File: src/rtl/pipe_drain_buffer.sv
// ============================================================================
// pipe_drain_buffer : tail FIFO of an enable-gated pipeline with a stall-safe
// advance enable. Optional stall counter is enabled by DRAIN_STALL_CNT_EN.
// Revision: 1.0
// ============================================================================
`default_nettype none

module pipe_drain_buffer #(
  parameter int DATA_WIDTH = 16,
  parameter int DEPTH      = 4
) (
  input  logic                         clk,
  input  logic                         rst,
  input  logic                         s_valid,
  input  logic [DATA_WIDTH-1:0]        s_data,
  output logic                         pipe_en,
  output logic                         m_valid,
  output logic [DATA_WIDTH-1:0]        m_data,
  input  logic                         m_ready,
  output logic [$clog2(DEPTH+1)-1:0]   count
`ifdef DRAIN_STALL_CNT_EN
  ,
  output logic [31:0]                  stall_cnt
`endif
);

  localparam int PW = $clog2(DEPTH);
  localparam int CW = $clog2(DEPTH+1);
  localparam logic [CW-1:0] C_FULL_CNT = CW'(DEPTH);

  logic [DATA_WIDTH-1:0] mem_q [DEPTH];
  logic [PW-1:0]         wr_ptr_q, wr_ptr_d;
  logic [PW-1:0]         rd_ptr_q, rd_ptr_d;
  logic [CW-1:0]         count_q, count_d;

  logic w_full;
  logic w_empty;
  logic w_push;
  logic w_pop;

  assign w_full  = (count_q == C_FULL_CNT);
  assign w_empty = (count_q == '0);

  assign m_valid = ~w_empty;
  assign m_data  = mem_q[rd_ptr_q];
  assign count   = count_q;

  assign w_pop   = m_valid & m_ready;
  // Advance only when any word emerging this cycle is guaranteed a slot.
  assign pipe_en = ~rst & (~w_full | w_pop);
  assign w_push  = s_valid & pipe_en;

  always_comb begin
    wr_ptr_d = wr_ptr_q;
    rd_ptr_d = rd_ptr_q;
    count_d  = count_q;
    if (w_push) begin
      wr_ptr_d = wr_ptr_q + PW'(1);
    end
    if (w_pop) begin
      rd_ptr_d = rd_ptr_q + PW'(1);
    end
    if (w_push && !w_pop) begin
      count_d = count_q + CW'(1);
    end else if (w_pop && !w_push) begin
      count_d = count_q - CW'(1);
    end
  end

  always_ff @(posedge clk) begin
    if (rst) begin
      wr_ptr_q <= '0;
      rd_ptr_q <= '0;
      count_q  <= '0;
    end else begin
      wr_ptr_q <= wr_ptr_d;
      rd_ptr_q <= rd_ptr_d;
      count_q  <= count_d;
    end
  end

  // Storage carries no reset; occupancy alone decides what is meaningful.
  always_ff @(posedge clk) begin
    if (w_push) begin
      mem_q[wr_ptr_q] <= s_data;
    end
  end

`ifdef DRAIN_STALL_CNT_EN
  logic [31:0] stall_cnt_q, stall_cnt_d;

  always_comb begin
    stall_cnt_d = stall_cnt_q;
    if (!pipe_en && (stall_cnt_q != 32'hFFFF_FFFF)) begin
      stall_cnt_d = stall_cnt_q + 32'd1;
    end
  end

  always_ff @(posedge clk) begin
    if (rst) begin
      stall_cnt_q <= '0;
    end else begin
      stall_cnt_q <= stall_cnt_d;
    end
  end

  assign stall_cnt = stall_cnt_q;
`endif

endmodule

`default_nettype wire

File: config.mk
export PLATFORM = sky130hd
export DESIGN_NAME = pipe_drain_buffer
export DESIGN_NICKNAME = d
export VERILOG_FILES = /design/src/rtl/pipe_drain_buffer.sv
export SDC_FILE = /design/constraint.sdc
export NUM_CORES = 1
export LEC_CHECK = 0
export CAP_MARGIN = 20
export CORE_MARGIN = 2
export CORE_UTILIZATION = 45
export DETAILED_ROUTE_END_ITERATION = 8
export MAX_ROUTING_LAYER = met4
export PLACE_DENSITY = 0.75
export SYNTH_ARGS = -nofsm -noshare
export SYNTH_HDL_FRONTEND = slang
export SYNTH_SLANG_ARGS = --single-unit
export TNS_END_PERCENT = 100
File: constraint.sdc
create_clock -name clk -period 6.35 [get_ports clk]
set_clock_uncertainty 0.05 [all_clocks]
set_input_delay 1.27 -clock clk [delete_from_list [all_inputs] [get_ports clk]]
set_output_delay 1.27 -clock clk [all_outputs]
set_load 0.02 [all_outputs]
==> impl_metrics.json, run 1 <==
{
  "status": "finished clean",
  "vias_per_cell": 5.27,
  "worstHoldPathType": "reg2reg",
  "clkPwrFrac_pct": 32.6,
  "synth_nets": 158,
  "ant_nets": 0,
  "post-cts-setup-buffers": 0,
  "grt_pass1_wl_um": 6950,
  "syn_to_final_growth_pct": 26.1,
  "cts_tree": "built",
  "drc": 0,
  "antenna_cells": 0,
  "overflow": 0,
  "p_seq_share_pct": 45.5,
  "grt_usage_pct": 15.1,
  "cap_violations": 0,
  "rsz0062_at_grt": "false",
  "finalCriticalPeriod_ps": 4380,
  "place.gp.congestion": 0.736,
  "busiest_layer": "met2",
  "finalHoldViolCount": 0,
  "arrival_ps": 3060,
  "r2r_slack_ps": 3920,
  "drt_pre_antenna_iters": 4,
  "p_leak_uw": 0.00117,
  "startpoint_type": "primary input",
  "p_sw_share_pct": 25.1,
  "synth_seq_area_share_pct": 75.6,
  "clock.fmax_mhz": 228,
  "fin_crit_sh_pct": 68.9,
  "synth_edf_count": 64,
  "gr-usage-met1_pct": 18.0,
  "slew_violations": 0,
  "vdd.ir_drop.worst_mv": 0.253,
  "syn_inst": 132,
  "synth_warnings": 0,
  "clk_pin_slew_ps": 70,
  "numCtsBuffers": 9,
  "clk_latency_ps": 330,
  "gr-usage-met3_pct": 3.15,
  "drt-total-wl_um": 4540,
  "die_area_um2": 6820,
  "synth_cell_types": 24,
  "grt_pass1_vias": 1394,
  "rows": 28,
  "fp.dieW_um": 82.6,
  "crit_fanout": 8,
  "vias": 1360,
  "share_comb_of_total_power_pct": 22.0,
  "syn_area_um2": 2780,
  "final_nets": 204,
  "cts_root_buf": "clkbuf_8",
  "grt_antenna_before_repair": 0,
  "cts_sinks": 73,
  "fillers": 449,
  "endpoint_kind": "output port",
  "yosys_register_bits": 73,
  "crit_required_ps": 5030,
  "cts_resized": 0,
  "die_y_um": 82.6,
  "path_class": "in2out",
  "hold_buffers": 0,
  "initial_utilization_pct": 46.7,
  "async_flop_share_pct": 0,
  "num_io_pins": 41,
  "p_int_uw": 970,
  "fin_setup_tns_ps": 0,
  "grt_max_degree": 17,
  "hpwl_um": 2930,
  "stdcell_count": 258,
  "powerDensity_nw_per_um2": 370,
  "avgSynthCellArea_um2": 21.1,
  "max-slew-margin-rel_pct": 42.7,
  "routedWlPerCell_um": 17.6,
  "worst_pin_slew_ps": 859,
  "drive_gt1_share_pct": 19.7,
  "coreArea_um2": 5960,
  "drt_iter0_markers": 59,
  "ys.flop_type": "edfxtp_1",
  "portBuffers": 40,
  "dp.cells": 241,
  "p_sw_uw": 325,
  "use_met2_pct": 24.6,
  "cts_max_level": 3,
  "clockBufferDepth": 2,
  "setup_violations": 0
}
==> Yosys cell counts (all sizes together) (2+ instances only) <==
master	count	share of area [%]
clkbuf	3	0.41
nor2b	2	0.45
edfxtp	64	69
buf	3	0.54
ha	5	2.3
nor2	5	0.68
or3	2	0.45
dfxtp	9	6.5
xor2	4	1.3
inv	3	0.41
o31ai	2	0.72
mux4	16	13
and3	4	0.90
==> per-stage QoR <==
step / hold slack [ps] / worst slack, ps / util (%) / power [uW] / cell area, um2
final: 485 / 1970 / 58.8 / 1300 / 3500
after global routing: 514 / 1920 / 58.8 / 1350 / 3500
after CTS: 487 / 1970 / 58.6 / 1310 / 3490
after detailed placement: 471 / 1980 / 54.5 / 883 / 3250
after global placement: 460 / 2000 / 54.5 / 871 / 3250
after floorplan: 435 / 2960 / - / 761 / 2780
==> power by group through the flow <==
stage                     Sequential (uW)  Clock [uW]  Combinational, uW
after global routing                  595         451                307
final                                 589         422                285
after floorplan                       588           0                173
after CTS                             599         432                274
after global placement                607           0                264
after detailed placement              609           0                274
==> worst paths after layout <==
path                             startpoint  endpoint  cells after the start
worst max-delay path                m_ready   pipe_en                      4
worst min-delay path            rd_ptr_q[1]      flop                      2
worst max register to register     count[0]  count[2]                      8
worst min register to register  rd_ptr_q[1]      flop                      2
==> per-layer routing <==
| layer | wire length (um) | share of wire [%] |
|---|---|---|
| met5 | 0 | 0 |
| met4 | 79 | 1.7 |
| met3 | 202 | 4.4 |
| met2 | 2360 | 52 |
| met1 | 1900 | 42 |
==> critical path, cell delays in order <==
cell and delay [ps]:
clkdlybuf4s50_1 430, or4b_1 610, nor2b_1 190, clkdlybuf4s50_1 550
==> cell usage in the layout (no fill, tap or decap), types with 2 or more instances in the layout <==
master            n
nor2_1            5
dfxtp_1           9
inv_1             3
clkbuf_8          9
clkinvlp_4        2
nor2b_1           2
and3_1            4
xor2_1            4
mux4_2           16
ha_1              5
bufinv_16         3
or3_1             2
edfxtp_1         64
clkdlybuf4s50_1  40
==> state kept, by name (all words and copies together) (netlist names), named ones only <==
signal	flops
count	3
mem_q	64
rd_ptr_q	2
wr_ptr_q	2
==> cell type report <==
cell class,count,area (um2),share of cell area (%)
sequential,73,2100,60.0
multi-input combinational,50,639,18.2
timing repair buffer,41,415,11.9
clock buffer,9,124,3.53
clock inverter,7,119,3.39
tap,75,93.8,2.68
inverter,3,11.3,0.321
==> cells by family (layout without fill, tap and decap cells) <==
group	Yosys count	after routing	synth area share (%)
AOI/OAI and AO/OA	7	7	2.12
xor gates and xnor gates	4	4	1.26
adders and majority gates	6	6	2.97
buffers and inverters	9	60	1.35
DFF	73	73	75.6
muxes	17	17	13.3
and+or+nand+nor	16	16	3.33
No activity file was read; power rests on OpenSTA's default activity.
==> inputs of run 2 (changes only) <==
==> constraint.sdc (replaced) <==
create_clock -name clk -period 4.1 [get_ports clk]
set_clock_uncertainty 0.05 [all_clocks]
set_input_delay 0.82 -clock clk [delete_from_list [all_inputs] [get_ports clk]]
set_output_delay 0.82 -clock clk [all_outputs]
set_load 0.02 [all_outputs]
==> impl_metrics.json, run 2 (same netlist as run 1, synthesis figures left out) <==
{
  "p_leak_uw": 0.00114,
  "worstHoldPathType": "reg2reg",
  "fp.dieW_um": 82.6,
  "drt_pre_antenna_iters": 5,
  "cts_max_level": 3,
  "startpoint_type": "primary input",
  "grt_antenna_before_repair": 0,
  "grt_pass1_wl_um": 7020,
  "numCtsBuffers": 9,
  "final_common_cell": "edfxtp_1",
  "rsz0062_at_grt": "false",
  "syn_to_final_growth_pct": 23.3,
  "largest_reg_flops": 64,
  "clk_pin_slew_ps": 60,
  "dp.cells": 242,
  "holdWs_ps": 482,
  "r2r_end": "count[2]",
  "routedWlPerCell_um": 17.4,
  "fillers": 458,
  "stdcell_count": 256,
  "top_register": "mem_q",
  "cap_violations": 0,
  "grt_pass1_vias": 1455,
  "cts_sinks": 73,
  "layout_common_cells": "edfxtp_1 (64), clkdlybuf4s50_1 (40), mux4_2 (16)",
  "drt_iter0_markers": 80,
  "p_sw_uw": 473,
  "cts_root_buf": "clkbuf_8",
  "grt_usage_pct": 15.1,
  "grt_max_degree": 17,
  "vias_per_cell": 5.30,
  "path_class": "in2out",
  "regArea_um2": 2100,
  "drt-total-wl_um": 4450,
  "setup_violations": 0,
  "cts_tree": "built",
  "p_int_uw": 1360,
  "finalCriticalPeriod_ps": 3510,
  "p_sw_share_pct": 25.8,
  "overflow": 0,
  "crit_fanout": 8,
  "endpoint_kind": "output port",
  "fin_setup_tns_ps": 0,
  "arrival_ps": 2640,
  "multi_input_area_um2": 639,
  "drc": 0,
  "ant_nets": 0,
  "portBuffers": 40,
  "max-slew-margin-rel_pct": 43.7,
  "coreArea_um2": 5960,
  "timing.rr.start": "count[0]",
  "fin_crit_sh_pct": 85.5,
  "initial_utilization_pct": 46.7,
  "drive_gt1_share_pct": 18.2,
  "final_nets": 204,
  "worstRegToRegCells": 8,
  "hold_buffers": 0,
  "place.gp.congestion": 0.736,
  "critPathLaunch": "m_ready",
  "slew_violations": 0,
  "status": "finished clean",
  "cts_resized": 0,
  "share_comb_of_total_power_pct": 24.2,
  "r2r_slack_ps": 1610,
  "crit_required_ps": 3230,
  "clock.fmax_mhz": 285,
  "powerDensity_nw_per_um2": 536,
  "clkPwrFrac_pct": 26.7,
  "p_seq_share_pct": 49.2,
  "hpwl_um": 2940,
  "worst_pin_slew_ps": 844,
  "clk_latency_ps": 320,
  "finalHoldViolCount": 0,
  "vias": 1357,
  "die_area_um2": 6820,
  "num_io_pins": 41,
  "rows": 28,
  "clockBufferDepth": 2,
  "antenna_cells": 0,
  "vdd.ir_drop.worst_mv": 0.328,
  "post-cts-setup-buffers": 0,
  "crit_end": "pipe_en",
  "die_y_um": 82.6
}
run 2: final cells by class:
class,instances,area share [%]
Inverter,3,0.329
Tap cell,75,2.74
Multi-Input combinational cell,50,18.7
Clock inverter,5,1.42
Sequential cell,73,61.3
Clock buffer,9,3.61
Timing Repair Buffer,41,11.9
run 2: worst max-delay path, stage by stage:
cell	delay, ps
clkdlybuf4s50_1	450
or4b_1	620
nor2b_1	200
clkdlybuf4s50_1	550
run 2: metrics by stage:
step           setup slack, ps  total power (uW)  cell area (um2)  utilization (%)
6_report                   594              1840             3430             57.5
5_1_grt                    518              1920             3430             57.5
4_1_cts                    582              1860             3430             57.5
3_5_place_dp               594              1370             3250             54.6
3_3_place_gp               652              1350             3250             54.6
2_1_floorplan             1360              1180             2780                -
run 2: power groups by stage:
stage	Sequential, uW	Clock [uW]	Combinational (uW)
2_1_floorplan	910	0	268
3_3_place_gp	914	0	438
3_5_place_dp	920	0	452
4_1_cts	905	504	452
5_1_grt	911	532	481
6_report	903	490	444
run 2: how the worst min path moves through the flow:
stage,from,endpoint,cells after the start
after floorplan,rd_ptr_q[1],flop,2
after global placement,rd_ptr_q[0],rd_ptr_q[0],2
after detailed placement,rd_ptr_q[1],flop,2
after CTS,rd_ptr_q[1],rd_ptr_q[1],2
after global routing,rd_ptr_q[1],rd_ptr_q[1],2
final,rd_ptr_q[1],rd_ptr_q[1],2
run 2: per-layer routing:
layer | wire length (um) | share of wire (%) | vias up | GRT usage, %
met3 | 207 | 4.7 | 7 | 2.93
met5 | 0 | 0 | - | -
li1 | - | - | 620 | -
met1 | 1840 | 41 | 687 | 17.4
met2 | 2340 | 52 | 43 | 25.3
met4 | 70 | 1.6 | 0 | 7.54
